$ cat src/rtl/arbiter_param.sv
// N-way request/grant arbiter with a registered one-hot grant.
// MODE=0 is fixed priority (index 0 wins); MODE=1 is round-robin with a MAX_HOLD fairness limit.
module arbiter_param #(
  parameter int N        = 4,
  parameter int MODE     = 1,
  parameter int MAX_HOLD = 8
) (
  input  logic                 clk,
  input  logic                 rstn,
  input  logic [N-1:0]         req,
  output logic [N-1:0]         gnt,
  output logic                 gnt_valid,
  output logic [$clog2(N)-1:0] gnt_id
);

  localparam int IW = $clog2(N);
  localparam int HW = $clog2(MAX_HOLD + 1);
  localparam logic [HW-1:0] HOLD_LAST = HW'(MAX_HOLD - 1);

  typedef enum logic {IDLE, GRANT} state_t;

  state_t        r_state, w_stateNext;
  logic [IW-1:0] r_ptr, w_ptrNext;
  logic [IW-1:0] r_gntId, w_gntIdNext;
  logic [IW-1:0] w_nextOwner;
  logic [HW-1:0] r_holdCnt, w_holdNext;
  logic [N-1:0]  r_gnt, w_gntNext;
  logic [N-1:0]  w_others;
  logic          r_valid, w_validNext;

  // First set request bit scanning upward from start, wrapping modulo N.
  function automatic logic [IW-1:0] pick(input logic [N-1:0] r, input logic [IW-1:0] start);
    logic [IW-1:0] idx;
    logic          found;
    pick  = '0;
    found = 1'b0;
    for (int k = 0; k < N; k++) begin
      idx = IW'((int'(start) + k) % N);
      if (!found && r[idx]) begin
        pick  = idx;
        found = 1'b1;
      end
    end
  endfunction

  assign w_nextOwner = (r_gntId == IW'(N - 1)) ? '0 : r_gntId + IW'(1);
  assign w_others    = req & ~(N'(1) << r_gntId);

  always_comb begin
    w_stateNext = r_state;
    w_ptrNext   = r_ptr;
    w_holdNext  = r_holdCnt;
    w_gntIdNext = r_gntId;
    w_validNext = r_valid;

    if (MODE == 0) begin
      w_stateNext = IDLE;
      w_ptrNext   = '0;
      w_holdNext  = '0;
      w_validNext = |req;
      w_gntIdNext = pick(req, '0);
    end else begin
      case (r_state)
        IDLE: begin
          if (|req) begin
            w_gntIdNext = pick(req, r_ptr);
            w_validNext = 1'b1;
            w_holdNext  = '0;
            w_stateNext = GRANT;
          end else begin
            w_gntIdNext = '0;
            w_validNext = 1'b0;
          end
        end
        GRANT: begin
          if (!req[r_gntId]) begin
            // Owner released: hand over on the same edge so there is no idle bubble.
            w_ptrNext = w_nextOwner;
            if (|req) begin
              w_gntIdNext = pick(req, w_nextOwner);
              w_holdNext  = '0;
            end else begin
              w_gntIdNext = '0;
              w_validNext = 1'b0;
              w_stateNext = IDLE;
            end
          end else if (r_holdCnt < HOLD_LAST) begin
            w_holdNext = r_holdCnt + HW'(1);
          end else if (|w_others) begin
            w_gntIdNext = pick(req, w_nextOwner);
            w_holdNext  = '0;
            w_ptrNext   = w_nextOwner;
          end else begin
            w_holdNext = '0;
          end
        end
        default: w_stateNext = IDLE;
      endcase
    end

    w_gntNext = w_validNext ? (N'(1) << w_gntIdNext) : '0;
  end

  always_ff @(posedge clk) begin
    if (rstn) begin
      r_state   <= IDLE;
      r_ptr     <= '0;
      r_holdCnt <= '0;
      r_gntId   <= '0;
      r_valid   <= 1'b0;
      r_gnt     <= '0;
    end else begin
      r_state   <= w_stateNext;
      r_ptr     <= w_ptrNext;
      r_holdCnt <= w_holdNext;
      r_gntId   <= w_gntIdNext;
      r_valid   <= w_validNext;
      r_gnt     <= w_gntNext;
    end
  end

  assign gnt       = r_gnt;
  assign gnt_valid = r_valid;
  assign gnt_id    = r_gntId;

endmodule

$ cat config.mk
export PLATFORM = sky130hd
export DESIGN_NAME = arbiter_param
export DESIGN_NICKNAME = d
export VERILOG_FILES = /design/src/rtl/arbiter_param.sv
export SDC_FILE = /design/constraint.sdc
export NUM_CORES = 1
export LEC_CHECK = 0
export BUFFER_PORTS_ARGS = -buffer_cell sky130_fd_sc_hd__buf_2
export CAP_MARGIN = 10
export CORE_MARGIN = 2
export CORE_UTILIZATION = 59
export CTS_CLUSTER_SIZE = 14
export DETAILED_ROUTE_END_ITERATION = 12
export GPL_ROUTABILITY_DRIVEN = 0
export PLACE_DENSITY = 0.81
export SLEW_MARGIN = 20
export SYNTH_ARGS = -nofsm -noshare
export SYNTH_HDL_FRONTEND = slang
export SYNTH_SLANG_ARGS = --single-unit
$ cat constraint.sdc
create_clock -name clk -period 2.65 [get_ports clk]
set_input_delay 0.265 -clock clk [delete_from_list [all_inputs] [get_ports clk]]
set_output_delay 0.265 -clock clk [all_outputs]
set_load 0.005 [all_outputs]
==> impl_metrics.yaml, run 1 <==
outcome:
  status: "complete, no violations"
worst_setup_path:
  worst_ep_required_time_ns: 2.81
  worst_r2r_endpoint: "gnt[2]"
  start_kind: "register"
  r2r_cells: 6
  r2r-start: "gnt_id[0]"
  r2r_slack_ns: 0.53
  startpoint: "gnt_id[0]"
  path_max_fanout: 12
  critPathCaptureType: "register"
  path_class: "reg -> reg"
  worst_ep_arrival_time_ns: 2.28
  worstSetupEndpoint: "gnt[2]"
synthesis:
  ys.flop_type: "dfxtp_1"
  synth_top_cells_by_area: "dfxtp_1, ha_1, mux2i_1, nand2b_1, a21oi_1"
  muxShareOfSynthArea: 0.0787
  synth_area_per_cell_um2: 9.26
  synth_top_cells_by_count: "dfxtp_1, a21oi_1, nand2b_1"
  ys_warn_count: 0
  ys_seq_area_frac: 0.294
  syn_inst: 103
  synth-seq-cells: 14
  synthSimpleGateAreaFrac: 0.211
  synth_top_family_by_area: "compound AO/OA/AOI/OAI gates"
  yosysMostFrequentCell: "dfxtp_1"
  yosysTopAreaCell: "dfxtp_1"
  synth_xor_xnor_area_share: 0
  synthArstFlopShare: 0
  synth_compound_area_frac: 0.285
  syn_nets: 114
  synth-edff-count: 0
  synth.distinct_cells: 48
  syn_area_um2: 953
  synthAdderAreaFrac: 0.0656
  synth_top_area_frac: 0.294
sta:
  setup_ws_ns: 0.527
  rsz0062_at_grt: "no"
  fin_crit_sh: 0.801
  setup_viol: 0
  drv_slew: 0
  slew_headroom: 0.668
  finalHoldViolCount: 0
  fin_tns_setup_ns: 0
  fmax_mhz: 471
  worstMarginPinSlew_ns: 0.495
  fin_crit_ns: 2.12
  finalClockSkew_ns: 0.00216
detailed_routing:
  via_per_inst: 6.47
  drcViolationCount: 0
  ant_nets: 0
  wl_um: 1980
  firstDrtPassIters: 4
  routedWlPerCell_um: 15.2
  vias: 841
  first_iter_violations: 33
clock_network:
  cts_buffers: 3
  cts_setup_buffers: 0
  cts_resized: 0
  cts-root-buf: "clkbuf_4"
  cts.clk_slew.worst_paths_ns: 0.08
  ctsHoldBuffers: 0
  htreeDepth: 1
  clock_latency_ns: 0.28
  ctsLongestPathBuffers: 2
  clock-sinks: 14
  cts_tree: "done"
final_layout:
  nNetsFinal: 126
  multi_input_area_um2: 611
  antenna_cells: 0
  layout-drive-gt1-share: 0.246
  n_fill_cell: 125
  regArea_um2: 280
  areaGrowthSynthToFinish_pct: 7.22
global_route:
  grt_usage: 0.223
  antenna_found_initial: 0
  grt_remaining_overflow: 0
  grt_pass1_vias: 743
  grt_max_degree: 13
  grtUsageMet1: 0.294
  grt_util_met2: 0.335
  grtUsageMet3: 0.0612
  grt_busiest_layer: "met2"
  grt_pass1_wl_um: 3220
power:
  peakVddDrop_mv: 0.347
  pwr_density_cell_nw_per_um2: 510
  p_leak_nw: 0.410
floorplan:
  die-area_um2: 1950
  fp-row-count: 14
  die_h_um: 44.2
  coreArea_um2: 1510
  start_util: 0.633
  dieWidth_um: 44.2
  io_pins: 13
placement:
  preCtsSetupSlack_ns: 0.572
  portBuffers: 12
  hpwl_um: 1520
job:
  drv_cap: 0
hold_path:
  hold_path_class: "in -> reg"
## cell usage in the layout, fill, tap and decap left out, types with 2 or more instances in the layout
master,n
dfxtp_1,14
buf_2,12
a21oi_1,8
nand2b_1,8
mux2i_1,6
nor2_1,6
ha_1,5
nand2_1,4
inv_1,3
o21ai_1,3
clkbuf_4,3
o31a_1,2
o21ai_0,2
nand4_1,2
o31ai_1,2
nor2b_1,2
nor3_2,2
a21oi_2,2
## through the flow
step                instances  area, um^2   util  power (mW)  hold WS, ns
detailed placement        126         986  0.654       0.373        0.452
finish                    130        1020  0.679       0.521        0.281
global placement          126         986  0.654       0.368        0.447
floorplan                 103         953      -       0.347        0.410
global route              130        1020  0.679       0.546        0.297
CTS                       130        1020  0.679       0.525        0.272
## worst min-delay path by stage
stage	from	endpoint	slack, ns	cells after the start
final	rstn	r_ptr[0]	0.28	2
after CTS	rstn	r_ptr[0]	0.27	2
after global placement	r_holdCnt[3]	r_holdCnt[3]	0.45	2
after detailed placement	r_holdCnt[3]	r_holdCnt[3]	0.45	2
after floorplan	req[1]	r_state	0.41	2
after global routing	rstn	r_ptr[0]	0.30	2
## where the power goes
group          switching (mW)  internal (mW)  leakage [nW]
Combinational          0.0726         0.0577         0.274
Sequential             0.0161          0.224         0.115
Clock                  0.0675         0.0836        0.0210
Total                   0.156          0.365         0.410
## critical path, stage by stage, from the launching register on
cell and delay [ns]:
dfxtp_1 0.58, inv_1 0.12, ha_1 0.40, a21boi_0 0.17, o32a_2 0.42, o211ai_1 0.25
a21oi_1 0.07
## sequential cells by signal, indices dropped and copies added (netlist names)
signal / flops
r_ptr: 2
r_state: 1
gnt_id: 2
gnt_valid: 1
gnt: 4
r_holdCnt: 4
## metal layers
layer | part of all wire | wire (um) | vias up
met5 | 0 | 0 | -
met4 | 0.027 | 53 | 0
met3 | 0.069 | 136 | 9
met2 | 0.46 | 919 | 35
met1 | 0.44 | 872 | 384
li1 | - | - | 413
## cell families after synthesis
group | after synthesis
AO/OA/AOI/OAI | 36
flip-flops | 14
multiplexers | 7
adder cells (fa/ha/maj) | 5
AND/OR/NAND/NOR | 32
buffers and inverters | 9
## layout make-up
cell class | instances | area share
Sequential cell | 14 | 0.274
Multi-Input combinational cell | 80 | 0.597
Clock buffer | 4 | 0.0355
Inverter | 4 | 0.0147
Timing Repair Buffer | 12 | 0.0588
Tap cell | 16 | 0.0196
No activity file was read; power rests on OpenSTA's default activity.
==> run 2: changes to the inputs <==
--- a/config.mk
+++ b/config.mk
@@ -8,11 +8,11 @@
 export BUFFER_PORTS_ARGS = -buffer_cell sky130_fd_sc_hd__buf_2
 export CAP_MARGIN = 10
 export CORE_MARGIN = 2
-export CORE_UTILIZATION = 59
+export CORE_UTILIZATION = 50
 export CTS_CLUSTER_SIZE = 14
 export DETAILED_ROUTE_END_ITERATION = 12
 export GPL_ROUTABILITY_DRIVEN = 0
-export PLACE_DENSITY = 0.81
+export PLACE_DENSITY = 0.73
 export SLEW_MARGIN = 20
 export SYNTH_ARGS = -nofsm -noshare
 export SYNTH_HDL_FRONTEND = slang
==> constraint.sdc (replaced) <==
create_clock -name clk -period 1.85 [get_ports clk]
set_input_delay 0.185 -clock clk [delete_from_list [all_inputs] [get_ports clk]]
set_output_delay 0.185 -clock clk [all_outputs]
set_load 0.005 [all_outputs]
==> impl_metrics.yaml, run 2 (same netlist as run 1, synthesis figures left out) <==
global_route:
  grt_pass1_wl_um: 3080
  grt_usage: 0.202
  grt_remaining_overflow: 0
  grt_max_degree: 12
  antenna_found_initial: 0
  grt_pass1_vias: 714
final_layout:
  final_cell_mix: "dfxtp_1, buf_2, a21oi_1, nand2b_1"
  antenna_cells: 0
  final_cell_area_um2: 1080
  nNetsFinal: 130
  stdcell_count: 143
  layout-drive-gt1-share: 0.305
  areaGrowthSynthToFinish_pct: 13.8
detailed_routing:
  wl_met3_um: 103
  wl_met1_um: 951
  wl_met2_um: 875
  drcViolationCount: 0
  vias: 829
  wl_um: 1970
  firstDrtPassIters: 4
  routedWlPerCell_um: 13.7
  ant_nets: 0
  first_iter_violations: 18
  dr.max_layer_used: "met4"
  via_per_inst: 5.80
power:
  peakVddDrop_mv: 0.523
  p_sw_mw: 0.227
  p_int_mw: 0.536
  power_frac_comb: 0.271
  power_mw: 0.763
  switching_share: 0.298
  p_leak_nw: 0.432
  p_seq_frac: 0.443
  pwr_density_cell_nw_per_um2: 704
  p_clk_frac: 0.286
placement:
  place_area_um2: 1030
  hpwl_um: 1520
  dpl.cell_count: 139
  portBuffers: 12
  preCtsSetupSlack_ns: 0.0495
floorplan:
  coreArea_um2: 1760
  die-area_um2: 2270
  io_pins: 13
  dieWidth_um: 47.7
  die_h_um: 47.7
  start_util: 0.540
  fp-row-count: 15
worst_setup_path:
  worst_ep_arrival_time_ns: 1.94
  critPathCaptureType: "register"
  r2r_slack_ns: 0.14
  r2r-start: "gnt_id[0]"
  path_class: "reg -> reg"
  start_kind: "register"
  r2r_cells: 6
  worst_r2r_endpoint: "r_ptr[0]"
  path_max_fanout: 5
  worst_ep_required_time_ns: 2.08
sta:
  setup_viol: 0
  fin_tns_setup_ns: 0
  fin_crit_sh: 0.925
  fmax_mhz: 585
  rsz0062_at_grt: "no"
  finalHoldViolCount: 0
  finalClockSkew_ns: 0.00156
  slew_headroom: 0.741
  drv_slew: 0
  setup_ws_ns: 0.140
  worstMarginPinSlew_ns: 0.385
  fin_crit_ns: 1.71
clock_network:
  cts_tree: "done"
  cts.clk_slew.worst_paths_ns: 0.08
  ctsLongestPathBuffers: 2
  cts_setup_buffers: 0
  clock_latency_ns: 0.28
  clock-sinks: 14
  cts-root-buf: "clkbuf_4"
  htreeDepth: 1
  ctsHoldBuffers: 0
  cts_buffers: 3
outcome:
  status: "complete, no violations"
hold_path:
  hold_path_startpoint: "rstn"
  hold_path_class: "in -> reg"
  hold_path_end: "r_ptr[0]"
  hold_depth: 2
job:
  drv_cap: 0
-- run 2: cell types whose count changed in the layout (fill, tap and decap cells not counted), sizes merged --
cell | previous run | this run
buf | 12 | 16
-- run 2: per-stage QoR --
| stage | hold WS, ns | utilization |
|---|---|---|
| after floorplan | 0.330 | - |
| after global placement | 0.438 | 0.582 |
| after detailed placement | 0.447 | 0.582 |
| after CTS | 0.185 | 0.603 |
| after global routing | 0.201 | 0.615 |
| final | 0.190 | 0.615 |
-- run 2: critical path, cell delays in order (launching register included) --
cell,delay (ns)
dfxtp_2,0.35
ha_1,0.24
nand2b_1,0.19
a41oi_2,0.31
o21ai_2,0.11
or3_1,0.34
a21oi_2,0.11
-- run 2: power groups by stage --
stage | sequential [mW] | combinational [mW] | clock [mW]
after floorplan | 0.345 | 0.152 | 0
after global placement | 0.343 | 0.193 | 0
after detailed placement | 0.344 | 0.194 | 0
after CTS | 0.337 | 0.196 | 0.223
after global routing | 0.341 | 0.228 | 0.233
final | 0.338 | 0.207 | 0.219
-- run 2: worst max path at each step --
| stage | startpoint | endpoint | slack (ns) | depth (start not counted) |
|---|---|---|---|---|
| 2_1_floorplan | gnt_id[0] | gnt[0] | 0.008 | 7 |
| 3_3_place_gp | gnt_id[0] | gnt[2] | 0.04 | 6 |
| 3_5_place_dp | gnt_id[0] | gnt[0] | 0.05 | 6 |
| 4_1_cts | gnt_id[0] | gnt[2] | 0.02 | 6 |
| 5_1_grt | gnt_id[0] | gnt[1] | 0.03 | 6 |
| 6_report | gnt_id[0] | r_ptr[0] | 0.14 | 6 |
-- run 2: layout make-up --
cell class                 count  area [um^2]
tap                           25         31.3
clock buffer                   4         36.3
timing repair buffer          16         90.1
multi-input combinational     80          629
inverter                       4         15.0
fill                         160          679
sequential                    14          283
-- run 2: what timing repair did --
action                                  4_1_cts  5_1_grt
endpoints found under the setup margin        0        6
hold endpoints to repair                      0        0
resized for setup                             0        4
-- run 2: layer usage --
| metal | vias to the layer above | track usage |
|---|---|---|
| li1 | 416 | - |
| met1 | 386 | 0.274 |
| met2 | 22 | 0.308 |
| met3 | 5 | 0.0528 |
| met4 | 0 | 0.0811 |
| met5 | - | 0 |
==> run 3: changes to the inputs <==
--- a/config.mk
+++ b/config.mk
@@ -7,12 +7,12 @@
 export LEC_CHECK = 0
 export BUFFER_PORTS_ARGS = -buffer_cell sky130_fd_sc_hd__buf_2
 export CAP_MARGIN = 10
-export CORE_MARGIN = 2
+export CORE_MARGIN = 10
 export CORE_UTILIZATION = 50
 export CTS_CLUSTER_SIZE = 14
 export DETAILED_ROUTE_END_ITERATION = 12
 export GPL_ROUTABILITY_DRIVEN = 0
-export PLACE_DENSITY = 0.73
+export PLACE_DENSITY = 0.75
 export SLEW_MARGIN = 20
 export SYNTH_ARGS = -nofsm -noshare
 export SYNTH_HDL_FRONTEND = slang
==> impl_metrics.yaml, run 3 (same netlist as run 1, synthesis figures left out) <==
outcome:
  status: "complete, no violations"
hold_path:
  hold_depth: 2
  hold_path_end: "r_ptr[0]"
  hold_path_startpoint: "rstn"
  hold_path_class: "in -> reg"
detailed_routing:
  wl_um: 2240
  drcViolationCount: 0
  routedWlPerCell_um: 15.7
  first_iter_violations: 23
  firstDrtPassIters: 4
  vias: 839
  ant_nets: 0
  via_per_inst: 5.91
worst_setup_path:
  r2r_cells: 6
  critPathCaptureType: "register"
  start_kind: "register"
  worst_r2r_endpoint: "r_ptr[0]"
  path_max_fanout: 5
  r2r_slack_ns: 0.07
  path_class: "reg -> reg"
  worst_ep_required_time_ns: 2.07
  worst_ep_arrival_time_ns: 1.99
  r2r-start: "gnt_id[0]"
power:
  p_sw_mw: 0.230
  pwr_density_cell_nw_per_um2: 656
  p_clk_frac: 0.228
  switching_share: 0.315
  p_seq_frac: 0.460
  power_frac_comb: 0.311
  peakVddDrop_mv: 0.573
  p_int_mw: 0.501
  power_mw: 0.731
  p_leak_nw: 0.435
final_layout:
  regArea_um2: 283
  final_cell_mix: "dfxtp_1, buf_2, a21oi_1, nand2b_1"
  layout-drive-gt1-share: 0.325
  final_cell_area_um2: 1110
  antenna_cells: 0
  stdcell_count: 142
  areaGrowthSynthToFinish_pct: 16.9
  multi_input_area_um2: 673
  nNetsFinal: 130
  n_fill_cell: 164
  finish.utilization: 0.632
global_route:
  grt_max_degree: 12
  grt_usage: 0.103
  grt_pass1_vias: 769
  grt_pass1_wl_um: 3510
  antenna_found_initial: 0
  grt_remaining_overflow: 0
sta:
  drv_slew: 0
  finalClockSkew_ns: 0.00270
  hold_ws_ns: 0.209
  setup_ws_ns: 0.0744
  slew_headroom: 0.748
  fin_tns_setup_ns: 0
  fin_crit_ns: 1.78
  fmax_mhz: 563
  setup_viol: 0
  finalHoldViolCount: 0
  worstMarginPinSlew_ns: 0.367
  fin_crit_sh: 0.960
placement:
  dpl.cell_count: 139
  portBuffers: 12
  preCtsSetupSlack_ns: 0.00947
  hpwl_um: 1620
  place_area_um2: 1030
floorplan:
  start_util: 0.540
  coreArea_um2: 1760
  fp-row-count: 15
  die-area_um2: 4050
  dieWidth_um: 63.7
  io_pins: 13
  die_h_um: 63.7
clock_network:
  ctsHoldBuffers: 0
  clock_latency_ns: 0.28
  cts_tree: "done"
  clock-sinks: 14
  cts.clk_slew.worst_paths_ns: 0.08
  cts_setup_buffers: 0
  cts-root-buf: "clkbuf_4"
  cts_resized: 0
  htreeDepth: 1
  cts_buffers: 3
  ctsLongestPathBuffers: 2
job:
  drv_cap: 0
[run 3: changes by cell type in the layout (fill, tap and decap cells not counted), sizes merged]
cell and change:
clkbuf -1
[run 3: power by group through the flow]
stage	combinational (mW)	clock (mW)	sequential, mW
detailed placement	0.197	0	0.343
global placement	0.193	0	0.342
CTS	0.199	0.168	0.336
finish	0.228	0.167	0.337
floorplan	0.152	0	0.345
global route	0.251	0.177	0.339
[run 3: layout make-up]
type	instances	area share
clock buffers	3	0.0202
flip-flops and latches	14	0.254
multi-input cells	80	0.604
well taps	25	0.0281
repair buffers	16	0.0808
inverters	4	0.0135
[run 3: worst max-delay path: stages (launching register included)]
cell,delay (ns)
dfxtp_2,0.33
ha_1,0.25
nand2b_1,0.22
a41oi_4,0.33
o21ai_2,0.12
or3_1,0.34
a21oi_2,0.12
[run 3: per-layer routing]
layer	routed length, um	vias to the layer above	GRT usage
met3	138	4	0.0265
met1	1060	395	0.133
li1	-	417	-
met4	27	0	0.0328
met5	0	-	0
met2	1010	23	0.162
[run 3: worst max-delay path by stage]
| stage | start | endpoint | slack (ns) | cells past startpoint |
|---|---|---|---|---|
| finish | gnt_id[0] | r_ptr[0] | 0.07 | 6 |
| global route | gnt_id[0] | gnt[0] | -0.0004 | 6 |
| CTS | gnt_id[0] | gnt[1] | 0.004 | 7 |
| detailed placement | gnt_id[0] | gnt[1] | 0.009 | 7 |
| global placement | gnt_id[0] | gnt[1] | 0.007 | 7 |
| floorplan | gnt_id[0] | gnt[0] | 0.008 | 7 |
